==> src/rtl/rom_fetch_ctrl_pkg.sv <==
// Shared CPU definitions: field widths, opcodes, controller states and
// the instruction encoding helpers used to build ROM images.
package cpu_pkg;

    localparam int OPC_W  = 2;
    localparam int ADDR_W = 6;
    localparam int DATA_W = 8;

    localparam logic [OPC_W-1:0] OP_HLT = 2'b00;
    localparam logic [OPC_W-1:0] OP_INC = 2'b01;
    localparam logic [OPC_W-1:0] OP_JMP = 2'b10;
    localparam logic [OPC_W-1:0] OP_ADD = 2'b11;

    typedef enum logic [2:0] {
        S_IDLE,
        S_FETCH,
        S_DECODE,
        S_OPND,
        S_EXEC,
        S_HALT
    } state_t;

    localparam logic [DATA_W-1:0] INSN_HLT = {OP_HLT, 6'd0};

    function automatic logic [DATA_W-1:0] insn(input logic [OPC_W-1:0] op,
                                               input logic [ADDR_W-1:0] addr);
        return {op, addr};
    endfunction

    function automatic logic [OPC_W-1:0] insn_op(input logic [DATA_W-1:0] word);
        return word[DATA_W-1 -: OPC_W];
    endfunction

    function automatic logic [ADDR_W-1:0] insn_addr(input logic [DATA_W-1:0] word);
        return word[ADDR_W-1:0];
    endfunction

endpackage

==> src/rtl/rom_fetch_ctrl_if.sv <==
// Program-ROM read bus: the CPU drives address and strobes, the ROM returns data.
interface rom_fetch_ctrl_if;

    logic [cpu_pkg::ADDR_W-1:0] rom_addr;
    logic                       rom_read;
    logic                       rom_ena;
    logic [cpu_pkg::DATA_W-1:0] rom_data;

    modport master (output rom_addr, output rom_read, output rom_ena, input rom_data);
    modport slave  (input rom_addr, input rom_read, input rom_ena, output rom_data);

endinterface

==> src/rtl/rom_fetch_ctrl_rom_access_timer.sv <==
// Counts the strobe-high cycles of one ROM access; sample_now marks the
// final strobe cycle, on whose closing edge rom_data is captured.
module rom_access_timer #(
    parameter int unsigned WAIT_CYCLES = 1
) (
    input  logic clk,
    input  logic rst,
    input  logic load,
    output logic sample_now
);

    logic [2:0] cnt;

    // Reload on access start, then count down to zero and hold there.
    always_ff @(posedge clk) begin
        if (rst)
            cnt <= '0;
        else if (load)
            cnt <= 3'(WAIT_CYCLES);
        else if (cnt != '0)
            cnt <= cnt - 3'd1;
    end

    assign sample_now = (cnt == '0);

endmodule

==> src/rtl/rom_fetch_ctrl.sv <==
// Fetch/execute controller of the accumulator CPU: fetches from the program
// ROM, decodes HLT/INC/JMP/ADD and updates accumulator and carry.
module rom_fetch_ctrl
    import cpu_pkg::*;
#(
    parameter int unsigned        WAIT_CYCLES = 1,
    parameter logic [ADDR_W-1:0]  RESET_PC    = 6'd0
) (
    input  logic                clk,
    input  logic                rst,
    input  logic                start,
    rom_fetch_ctrl_if.master    bus,
    output logic [DATA_W-1:0]   accum,
    output logic                carry,
    output logic [ADDR_W-1:0]   pc,
    output logic                busy,
    output logic                halted
);

    state_t              state, state_n;
    logic [ADDR_W-1:0]   pc_n;
    logic [DATA_W-1:0]   accum_n;
    logic                carry_n;
    logic [DATA_W-1:0]   ir, ir_n;
    logic [DATA_W-1:0]   opnd, opnd_n;
    logic [ADDR_W-1:0]   addr_q, addr_n;
    logic                strb_q, strb_n;
    logic                tmr_load;
    logic                sample_now;

    rom_access_timer #(.WAIT_CYCLES(WAIT_CYCLES)) u_timer (
        .clk        (clk),
        .rst        (rst),
        .load       (tmr_load),
        .sample_now (sample_now)
    );

    // State and datapath registers; reset aborts any access in flight.
    always_ff @(posedge clk) begin
        if (rst) begin
            state  <= S_IDLE;
            pc     <= RESET_PC;
            accum  <= '0;
            carry  <= 1'b0;
            ir     <= '0;
            opnd   <= '0;
            addr_q <= '0;
            strb_q <= 1'b0;
        end else begin
            state  <= state_n;
            pc     <= pc_n;
            accum  <= accum_n;
            carry  <= carry_n;
            ir     <= ir_n;
            opnd   <= opnd_n;
            addr_q <= addr_n;
            strb_q <= strb_n;
        end
    end

    // Next-state and next-datapath logic; strobes default low so every
    // access is separated by at least one idle strobe cycle.
    always_comb begin
        state_n  = state;
        pc_n     = pc;
        accum_n  = accum;
        carry_n  = carry;
        ir_n     = ir;
        opnd_n   = opnd;
        addr_n   = addr_q;
        strb_n   = 1'b0;
        tmr_load = 1'b0;
        case (state)
            S_IDLE: begin
                if (start) begin
                    state_n  = S_FETCH;
                    addr_n   = pc;
                    strb_n   = 1'b1;
                    tmr_load = 1'b1;
                end
            end
            S_FETCH: begin
                if (sample_now) begin
                    ir_n    = bus.rom_data;
                    pc_n    = pc + 6'd1;
                    state_n = S_DECODE;
                end else begin
                    strb_n = 1'b1;
                end
            end
            S_DECODE: begin
                case (insn_op(ir))
                    OP_HLT: state_n = S_HALT;
                    OP_INC: begin
                        {carry_n, accum_n} = {1'b0, accum} + 9'd1;
                        state_n  = S_FETCH;
                        addr_n   = pc;
                        strb_n   = 1'b1;
                        tmr_load = 1'b1;
                    end
                    OP_JMP: begin
                        pc_n     = insn_addr(ir);
                        state_n  = S_FETCH;
                        addr_n   = insn_addr(ir);
                        strb_n   = 1'b1;
                        tmr_load = 1'b1;
                    end
                    default: begin
                        state_n  = S_OPND;
                        addr_n   = insn_addr(ir);
                        strb_n   = 1'b1;
                        tmr_load = 1'b1;
                    end
                endcase
            end
            S_OPND: begin
                if (sample_now) begin
                    opnd_n  = bus.rom_data;
                    state_n = S_EXEC;
                end else begin
                    strb_n = 1'b1;
                end
            end
            S_EXEC: begin
                {carry_n, accum_n} = {1'b0, accum} + {1'b0, opnd};
                state_n  = S_FETCH;
                addr_n   = pc;
                strb_n   = 1'b1;
                tmr_load = 1'b1;
            end
            S_HALT: state_n = S_HALT;
            default: state_n = S_IDLE;
        endcase
    end

    assign bus.rom_addr = addr_q;
    assign bus.rom_read = strb_q;
    assign bus.rom_ena  = strb_q;
    assign busy         = (state != S_IDLE) && (state != S_HALT);
    assign halted       = (state == S_HALT);

endmodule
==> src/flat_wrapper.sv <==
// flat-port wrapper written by rule: the top's interface ports become plain ports
module rom_fetch_ctrl_flat import cpu_pkg::*;
#(
    parameter int unsigned        WAIT_CYCLES = 1,
    parameter logic [ADDR_W-1:0]  RESET_PC    = 6'd0
)
  (clk, rst, start, accum, carry, pc, busy, halted, bus_rom_addr, bus_rom_read, bus_rom_ena, bus_rom_data);
  rom_fetch_ctrl_if bus_i ();
  input  logic clk;
  input  logic rst;
  input  logic start;
  output logic [DATA_W-1:0] accum;
  output logic carry;
  output logic [ADDR_W-1:0] pc;
  output logic busy;
  output logic halted;
  output wire logic [$bits(bus_i.rom_addr)-1:0] bus_rom_addr;
  output wire logic [$bits(bus_i.rom_read)-1:0] bus_rom_read;
  output wire logic [$bits(bus_i.rom_ena)-1:0] bus_rom_ena;
  input wire logic [$bits(bus_i.rom_data)-1:0] bus_rom_data;
  assign bus_rom_addr = bus_i.rom_addr;
  assign bus_rom_read = bus_i.rom_read;
  assign bus_rom_ena = bus_i.rom_ena;
  assign bus_i.rom_data = bus_rom_data;
  rom_fetch_ctrl #(.WAIT_CYCLES(WAIT_CYCLES), .RESET_PC(RESET_PC)) u_core (.clk(clk), .rst(rst), .start(start), .bus(bus_i), .accum(accum), .carry(carry), .pc(pc), .busy(busy), .halted(halted));
endmodule
==> config.mk <==
export PLATFORM = sky130hd
export DESIGN_NAME = rom_fetch_ctrl_flat
export DESIGN_NICKNAME = d
export VERILOG_FILES = /design/src/rtl/rom_fetch_ctrl_pkg.sv /design/src/rtl/rom_fetch_ctrl_if.sv /design/src/rtl/rom_fetch_ctrl_rom_access_timer.sv /design/src/rtl/rom_fetch_ctrl.sv /design/src/flat_wrapper.sv
export SDC_FILE = /design/constraint.sdc
export NUM_CORES = 1
export LEC_CHECK = 0
export CELL_PAD_IN_SITES_DETAIL_PLACEMENT = 0
export CELL_PAD_IN_SITES_GLOBAL_PLACEMENT = 1
export CORE_MARGIN = 5
export CORE_UTILIZATION = 45
export CTS_BUF_LIST = sky130_fd_sc_hd__clkbuf_16
export CTS_CLUSTER_DIAMETER = 30
export DETAILED_ROUTE_END_ITERATION = 6
export DONT_BUFFER_PORTS = 1
export PLACE_DENSITY = 0.84
export SLEW_MARGIN = 30
export SYNTH_ARGS = -nofsm -noshare
export SYNTH_HDL_FRONTEND = slang
export SYNTH_SLANG_ARGS = --single-unit
==> constraint.sdc <==
create_clock -name clk -period 6 [get_ports clk]
set_input_delay 0.6 -clock clk [delete_from_list [all_inputs] [get_ports clk]]
set_output_delay 0.6 -clock clk [all_outputs]
set_load 0.02 [all_outputs]
==> results of run 1 <==
state kept, by name (all words and copies together), names as in the netlist:
name,flops
u_core.accum,8
u_core.ir,8
u_core.opnd,8
u_core.bus.rom_addr,6
u_core.pc,6
u_core.state,3
u_core.u_timer.cnt,3
u_core.bus.rom_ena,1
u_core.carry,1
metal layers:
layer	vias up	track usage	share of wire
met5	-	0	0
met4	0	0.0351	0.0074
met3	4	0.0510	0.082
met2	46	0.250	0.45
met1	1011	0.222	0.46
li1	1060	-	-
critical path, delay by kind of cell (launching register included):
kind	cells	cell delay, ns
buffers and inverters	1	0.06
AO/OA/AOI/OAI	4	0.83
adder cells (fa/ha/maj)	2	0.67
AND/OR/NAND/NOR	1	0.17
flip-flops	1	0.57
kinds of logic after synthesis:
logic type / count (synthesis) / share of synthesized area
AOI/OAI and AO/OA: 74 / 0.201
xor gates and xnor gates: 10 / 0.0353
adders and majority gates: 13 / 0.0687
buffers and inverters: 28 / 0.0479
DFF: 44 / 0.355
muxes: 14 / 0.0565
and+or+nand+nor: 117 / 0.235
report_power, final:
group / internal [mW] / switching (mW)
sequential: 0.342 / 0.0928
clock: 0.150 / 0.106
combinational: 0.111 / 0.157
total: 0.603 / 0.355
how the worst max path moves through the flow:
stage,end,cells past startpoint
final,u_core.carry,8
after global routing,u_core.carry,8
after CTS,u_core.carry,8
after detailed placement,u_core.carry,8
after global placement,u_core.pc[0],4
after floorplan,u_core.accum[6],6
cell type report:
type,count,area share
inverters,9,0.0128
flip-flops and latches,44,0.334
well taps,72,0.0342
multi-input cells,228,0.565
repair buffers,1,0.00285
clock buffers,5,0.0475
clock inverters,2,0.00332
per-stage QoR:
step / setup slack [ns] / total power, mW / hold WS, ns / std cells / utilization
final: 3.59 / 0.958 / 0.387 / 361 / 0.485
after global routing: 3.36 / 1.03 / 0.384 / 361 / 0.485
after CTS: 3.54 / 0.967 / 0.384 / 361 / 0.485
after detailed placement: 3.59 / 0.709 / 0.485 / 354 / 0.460
after global placement: 3.52 / 0.700 / 0.487 / 354 / 0.459
after floorplan: 3.85 / 0.666 / 0.465 / 300 / -
cell usage in the layout, fill, tap and decap left out, types with 2 or more instances in the layout:
| master | n |
|---|---|
| nor2_1 | 46 |
| dfxtp_1 | 44 |
| nand2_1 | 26 |
| a21oi_1 | 18 |
| mux2i_1 | 14 |
| o21ai_0 | 14 |
| ha_1 | 12 |
| nand3_1 | 11 |
| inv_1 | 9 |
| a31oi_1 | 8 |
| a311oi_1 | 7 |
| xnor2_1 | 6 |
| nand2b_1 | 6 |
| nand4_1 | 5 |
| a211oi_1 | 5 |
| clkbuf_16 | 5 |
| nor3_1 | 4 |
| xor2_1 | 4 |
| o31ai_1 | 3 |
| a21o_1 | 3 |
| nor2_2 | 2 |
| a2111oi_0 | 2 |
| or3b_1 | 2 |
| or3_1 | 2 |
| o21a_1 | 2 |
| o211ai_1 | 2 |
| o41ai_1 | 2 |
==> reports/metrics.cfg, run 1 <==
[status]
outcome=completed

[clock_tree]
cts_buffer_depth=2
cts_buffers=5
cts-root-buf=clkbuf_16
cts.clk_slew.worst_paths_ns=0.06
cts_tree=done
clock_latency_ns=0.28
post_cts_resized=0
htreeDepth=2
cts_hold_buf=0
cts_setup_buffers=0
cts_num_sinks=44

[detailed_routing]
drc=0
num_vias=2121
dr.pass1.iters=4
antenna_left=0
wl_um=5780
drt_iter0_drc=169
vias_per_cell=5.88
routedWlPerCell_um=16.0

[worst_setup_path]
reg2regPathDepth=8
slowest_stage=dfxtp_1
cp_cell_sequence=ha_1 > inv_1 > fa_1 > nor2b_1 > o31ai_1 > a21oi_1 > a31oi_1 > a2111oi_0
cp.required_ns=6.15
max_stage_delay_ns=0.57
rrSetupSlack_ns=3.59
startpoint=u_core.accum[0]
path_max_fanout=6
cp.arrival_ns=2.56
cp-end-kind=register
crit_type=register to register
r2r_end=u_core.carry
cp-start-kind=register
reg2reg_from=u_core.accum[0]

[logic_synthesis]
netlist.top_cell.by_area=dfxtp_1
avgSynthCellArea_um2=8.26
yosys-top-cells-area=dfxtp_1 (36%), nor2_1 (7.0%), ha_1 (6.1%), mux2i_1 (5.7%), nand2_1 (3.9%)
netlist_instances=300
syn_nets=324
synth_edf_count=0
yosys-top-cells-count=nor2_1 (46), dfxtp_1 (44), nand2_1 (26)
ys_types=52
ys.flop_type=dfxtp_1
synth-async-reset-ratio=0
synth_top_area_share=0.355
yosysSeqAreaShare=0.355
synth-seq-cells=44
netlist_area_um2=2480
yosysMostFrequentCell=nor2_1
yosys_warnings=0

[sta]
hold_viol_final=0
report.final.slew_viol_count=0
max_freq_mhz=415
rsz0062_at_grt=no
final.min_clock_period_ns=2.41
skew_ns=0.00347
tightest_slew_ns=0.788
finalSetupTns_ns=0
setup_viol=0
fin_crit_sh=0.402
slew_headroom=0.473

[worst_hold_path]
hp-start=rst
min_delay_path_depth=1
hold_path_end=u_core.state[0]
worstHoldPathType=primary input to register

[finish]
syn2layout_area_growth_pct=6.36
nets=313
drive_gt1_frac=0.0623
multiInputGateArea_um2=1490
diodes=0
nFillCells=552
fin_area_um2=2640
regArea_um2=881

[grt]
grt-ovfl-total=0
grt_pass1_wl_um=9580
grt_pass1_vias=1924
grt_max_degree=48
grt.total_usage=0.162
antenna_found_initial=0

[place]
port_buffers=0
dp_hpwl_um=4040
gp_congestion=0.856
dpl_cell_area_um2=2500

[power]
p_per_area_nw_per_um2=363
ir_drop_mv=0.172
total_leakage_power_nw=0.912

[floorplanning]
die_h_um=84.2
io_pins=36
die_w_um=84.2
start_util=0.456
core_area_um2=5440
die_area_um2=7090
num_rows=27

[job]
max_cap_violations=0

(Power assumes the default switching activity.)
==> run 2: changes to the inputs <==
--- a/config.mk
+++ b/config.mk
@@ -8,12 +8,12 @@
 export CELL_PAD_IN_SITES_DETAIL_PLACEMENT = 0
 export CELL_PAD_IN_SITES_GLOBAL_PLACEMENT = 1
 export CORE_MARGIN = 5
-export CORE_UTILIZATION = 45
+export CORE_UTILIZATION = 42
 export CTS_BUF_LIST = sky130_fd_sc_hd__clkbuf_16
 export CTS_CLUSTER_DIAMETER = 30
 export DETAILED_ROUTE_END_ITERATION = 6
 export DONT_BUFFER_PORTS = 1
-export PLACE_DENSITY = 0.84
+export PLACE_DENSITY = 0.82
 export SLEW_MARGIN = 30
 export SYNTH_ARGS = -nofsm -noshare
 export SYNTH_HDL_FRONTEND = slang
==> constraint.sdc (replaced) <==
create_clock -name clk -period 1.93 [get_ports clk]
set_input_delay 0.193 -clock clk [delete_from_list [all_inputs] [get_ports clk]]
set_output_delay 0.193 -clock clk [all_outputs]
set_load 0.02 [all_outputs]
==> run 2 against run 1 <==
Against the previous run: global-route usage rose by 0.98 points; routed wire length rose by 8.3%; sequential power rose to 2.9 times the previous value; maximum frequency rose by 30%; cell count rose by 9.4%; clock skew barely moved; first-iteration DRC count fell by 47%; non-clock buffer count rose by 30.
==> reports/metrics.cfg, run 2 (synthesis results as in run 1) <==
[grt]
grt.total_usage=0.172
grt_max_degree=41
grt-ovfl-total=0
grt_pass1_vias=2041
grt_pass1_wl_um=10200
antenna_found_initial=0

[sta]
max_freq_mhz=540
finalSetupTns_ns=0
tightest_slew_ns=0.507
hold_viol_final=0
fin_crit_sh=0.960
final.min_clock_period_ns=1.85
skew_ns=0.00396
report.final.slew_viol_count=0
slew_headroom=0.662
whs_ns=0.0291
rsz0062_at_grt=no
setup_viol=0
setup_ws_ns=0.0768

[worst_setup_path]
crit_type=register to register
path_max_fanout=3
rrSetupSlack_ns=0.08
reg2regPathDepth=8
reg2reg_from=u_core.accum[0]
cp.required_ns=2.13
cp-start-kind=register
cp-end-kind=register
cp.arrival_ns=2.05
r2r_end=u_core.accum[6]

[power]
p_seq_frac=0.384
p_per_area_nw_per_um2=1130
p_sw_frac=0.353
p_clk_frac=0.284
p_int_mw=2.16
ir_drop_mv=0.508
p_switching_mw=1.18
comb_power_share=0.333
total_leakage_power_nw=1.09

[worst_hold_path]
min_delay_path_depth=1
hold_path_end=u_core.accum[7]
hp-start=rst
worstHoldPathType=primary input to register

[clock_tree]
cts_buffers=5
clock_latency_ns=0.29
cts-root-buf=clkbuf_16
cts.clk_slew.worst_paths_ns=0.06
cts_tree=done
cts_num_sinks=44
cts_setup_buffers=0
cts_buffer_depth=2
htreeDepth=2

[finish]
diodes=0
drive_gt1_frac=0.181
multiInputGateArea_um2=1530
regArea_um2=887
reg_top3=u_core.accum: 8 flops, u_core.ir: 8 flops, u_core.opnd: 8 flops
mostFrequentLayoutCells=nor2_1 (46), dfxtp_1 (41), buf_4 (29)
syn2layout_area_growth_pct=19.4
nets=343
nFillCells=574
final_common_cell=nor2_1

[detailed_routing]
vias_per_cell=5.64
routedWlPerCell_um=15.9
wl_um=6260
dr.pass1.iters=4
num_vias=2227
drc=0
drt_iter0_drc=90
antenna_left=0

[place]
dp_hpwl_um=4410
port_buffers=0
dp_slack_ns=-0.131
gp_congestion=0.790

[floorplanning]
die_w_um=86.8
die_area_um2=7540
core_area_um2=5820
num_rows=28
start_util=0.426
io_pins=36
die_h_um=86.8

[status]
outcome=completed

[job]
max_cap_violations=0

==> run 2: cell count changes in the layout (fill, tap and decap cells not counted), sizes merged <==
cell,delta
bufinv,+1
buf,+29
dlygate4sd3,+1
==> run 2: layer usage <==
layer	share of wire	up-vias	routed length, um	track usage
li1	-	1120	-	-
met5	0	-	0	0
met2	0.46	45	2900	0.268
met3	0.056	13	348	0.0447
met4	0.025	0	156	0.0694
met1	0.46	1049	2860	0.225
==> run 2: worst max-delay path by stage <==
stage	end	from	cells after the start
CTS	u_core.carry	u_core.opnd[0]	8
global placement	u_core.accum[6]	u_core.accum[0]	8
detailed placement	u_core.accum[6]	u_core.accum[0]	8
global route	u_core.accum[6]	u_core.accum[0]	8
floorplan	u_core.accum[6]	u_core.accum[0]	8
finish	u_core.accum[6]	u_core.accum[0]	8
==> run 2: layout make-up <==
class,instances,share of cell area
sequential,44,0.300
clock buffer,5,0.0423
inverter,9,0.0114
timing repair buffer,31,0.0837
tap,75,0.0317
clock inverter,3,0.0131
multi-input combinational,228,0.518
==> run 2: what timing repair did <==
| action | in CTS | in global routing |
|---|---|---|
| hold buffers | 2 | 0 |
| cloned | 0 | 0 |
| endpoints found under the hold margin | 40 | 0 |
| pin swaps | 1 | 2 |
| gates resized for setup | 2 | 7 |
| setup endpoints to repair | 2 | 3 |
==> run 2: power groups by stage <==
stage	registers, mW	logic (mW)	clock network, mW
2_1_floorplan	1.26	0.816	0
3_3_place_gp	1.30	1.05	0
3_5_place_dp	1.30	1.06	0
4_1_cts	1.28	1.09	0.967
5_1_grt	1.31	1.24	1.01
6_report	1.28	1.11	0.946
==> run 2: critical path, stage by stage, from the launching register on <==
cell	delay, ns
dfxtp_4	0.34
ha_2	0.18
inv_2	0.05
fa_2	0.23
nor2b_4	0.06
o31ai_4	0.21
a21oi_2	0.10
or4b_4	0.52
o311ai_2	0.07
==> run 2: metrics by stage <==
| stage | util | area (um^2) | instances | total power, mW |
|---|---|---|---|---|
| final | 0.509 | 2960 | 395 | 3.33 |
| after global routing | 0.509 | 2960 | 395 | 3.56 |
| after CTS | 0.503 | 2930 | 395 | 3.33 |
| after detailed placement | 0.469 | 2730 | 385 | 2.36 |
| after global placement | 0.469 | 2730 | 385 | 2.34 |
| after floorplan | - | 2490 | 300 | 2.07 |
==> run 3: changes to the inputs <==
--- a/config.mk
+++ b/config.mk
@@ -13,6 +13,7 @@
 export CTS_CLUSTER_DIAMETER = 30
 export DETAILED_ROUTE_END_ITERATION = 6
 export DONT_BUFFER_PORTS = 1
+export HOLD_SLACK_MARGIN = 0.05
 export PLACE_DENSITY = 0.82
 export SLEW_MARGIN = 30
 export SYNTH_ARGS = -nofsm -noshare
==> run 3 against run 2 <==
Against the previous run: count of clock-buffer cells in the layout unchanged; flip-flop and latch count stayed put; worst setup slack gained 0.00083 ns; die area stayed put; global-route usage down 0.079 points; core utilization did not move; critical path depth unchanged; maximum frequency about the same; combinational power about the same; clock power increased by 0.6%; sequential share of layout area is the same; first-iteration DRC count increased by 17%; largest cell class unchanged; largest power group unchanged; highest routed layer unchanged.
==> reports/metrics.cfg, run 3 (synthesis results as in run 1) <==
[status]
outcome=completed

[grt]
grt.met1_usage=0.227
grt_pass1_wl_um=10200
grt.total_usage=0.171
grt_use_met3=0.0437
grt_pass1_vias=2037
grt-ovfl-total=0
antenna_found_initial=0
grt_max_degree=44
use_met2=0.264
busiest_layer=met2

[sta]
rsz0062_at_grt=no
skew_ns=0.00381
final.min_clock_period_ns=1.85
report.final.slew_viol_count=0
whs_ns=0.0522
tightest_slew_ns=0.499
hold_viol_final=0
slew_headroom=0.667
fin_crit_sh=0.960
setup_viol=0
max_freq_mhz=540

[detailed_routing]
antenna_left=0
drt_iter0_drc=105
routedWlPerCell_um=15.8
drc=0
num_vias=2231
dr.pass1.iters=4
wl_um=6220
vias_per_cell=5.65

[worst_hold_path]
worstHoldPathType=primary input to register

[clock_tree]
cts_buffers=5
cts-root-buf=clkbuf_16
cts_buffer_depth=2
cts_num_sinks=44
cts_tree=done
cts_setup_buffers=0
cts.clk_slew.worst_paths_ns=0.06
htreeDepth=2
clock_latency_ns=0.29

[worst_setup_path]
cp.required_ns=2.13
max_stage_delay_ns=0.52
cp-end-kind=register
slowest_stage=or4b_4
crit_type=register to register
path_max_fanout=3
cp_cell_sequence=ha_2 > inv_2 > fa_2 > nor2b_4 > o31ai_4 > a21oi_2 > or4b_4 > o311ai_2
cp-start-kind=register
cp.arrival_ns=2.05

[job]
max_cap_violations=0

[place]
gp_congestion=0.790
port_buffers=0
dp_hpwl_um=4410
place_inst=385

[floorplanning]
die_w_um=86.8
die_area_um2=7540
io_pins=36
start_util=0.426
num_rows=28
die_h_um=86.8
core_area_um2=5820

[finish]
nets=343
reg_top3=u_core.accum: 8 flops, u_core.ir: 8 flops, u_core.opnd: 8 flops
diodes=0
instances_no_fill=395
mostFrequentLayoutCells=nor2_1 (46), dfxtp_1 (41), buf_4 (29)
nFillCells=573
drive_gt1_frac=0.181
syn2layout_area_growth_pct=19.4
final_common_cell=nor2_1

[power]
p_per_area_nw_per_um2=1130
ir_drop_mv=0.510
total_power_mw=3.34
total_leakage_power_nw=1.09

## run 3: cell counts in the layout (fill, tap and decap cells not counted)
No cell type changed its count.
## run 3: critical path, delay by kind of cell, from the launching register on
family                   cells  cell delay (ns)
adder cells (fa/ha/maj)      2             0.41
flip-flops                   1             0.34
AO/OA/AOI/OAI                3             0.39
buffers and inverters        1             0.05
AND/OR/NAND/NOR              2             0.58
## run 3: final timing paths
path	cells after the start	from	slack [ns]	to
worst max-delay path	8	u_core.accum[0]	0.08	u_core.accum[6]
worst max register to register	8	u_core.accum[0]	0.08	u_core.accum[6]
worst min-delay path	2	bus_rom_data[5]	0.05	u_core.ir[5]
worst min register to register	2	u_core.opnd[2]	0.50	u_core.opnd[2]
## run 3: per-stage QoR
| stage | cell area (um^2) | worst slack [ns] | utilization | setup TNS [ns] |
|---|---|---|---|---|
| floorplan | 2490 | -0.00741 | - | -0.00741 |
| global placement | 2730 | -0.0680 | 0.469 | -0.0680 |
| detailed placement | 2730 | -0.131 | 0.469 | -0.176 |
| CTS | 2930 | 0.000846 | 0.503 | 0 |
| global route | 2960 | 0.0124 | 0.509 | 0 |
| finish | 2960 | 0.0777 | 0.509 | 0 |
## run 3: per-layer routing
| layer | wire length (um) | vias up | part of all wire |
|---|---|---|---|
| met5 | 0 | - | 0 |
| met4 | 156 | 0 | 0.025 |
| met3 | 350 | 13 | 0.056 |
| met2 | 2870 | 40 | 0.46 |
| met1 | 2840 | 1057 | 0.46 |
| li1 | - | 1121 | - |
## run 3: cell type report
cell class              count  area [um^2]  area share
clock inverters             3         38.8      0.0131
well taps                  75         93.8      0.0317
flip-flops and latches     44          887       0.300
multi-input cells         228         1530       0.518
clock buffers               5          125      0.0423
repair buffers             31          248      0.0837
inverters                   9         33.8      0.0114
## run 3: repair_timing
| action | CTS | global route |
|---|---|---|
| setup endpoints to repair | 2 | 3 |
| pin swaps | 1 | 2 |
| hold endpoints to repair | 43 | 0 |
| gates resized for setup | 2 | 7 |
| hold buffers | 2 | 0 |
## run 3: power breakdown
part	switching, mW	internal, mW	leakage [nW]
Clock	0.348	0.603	0.0850
Combinational	0.618	0.488	0.640
Sequential	0.214	1.06	0.360
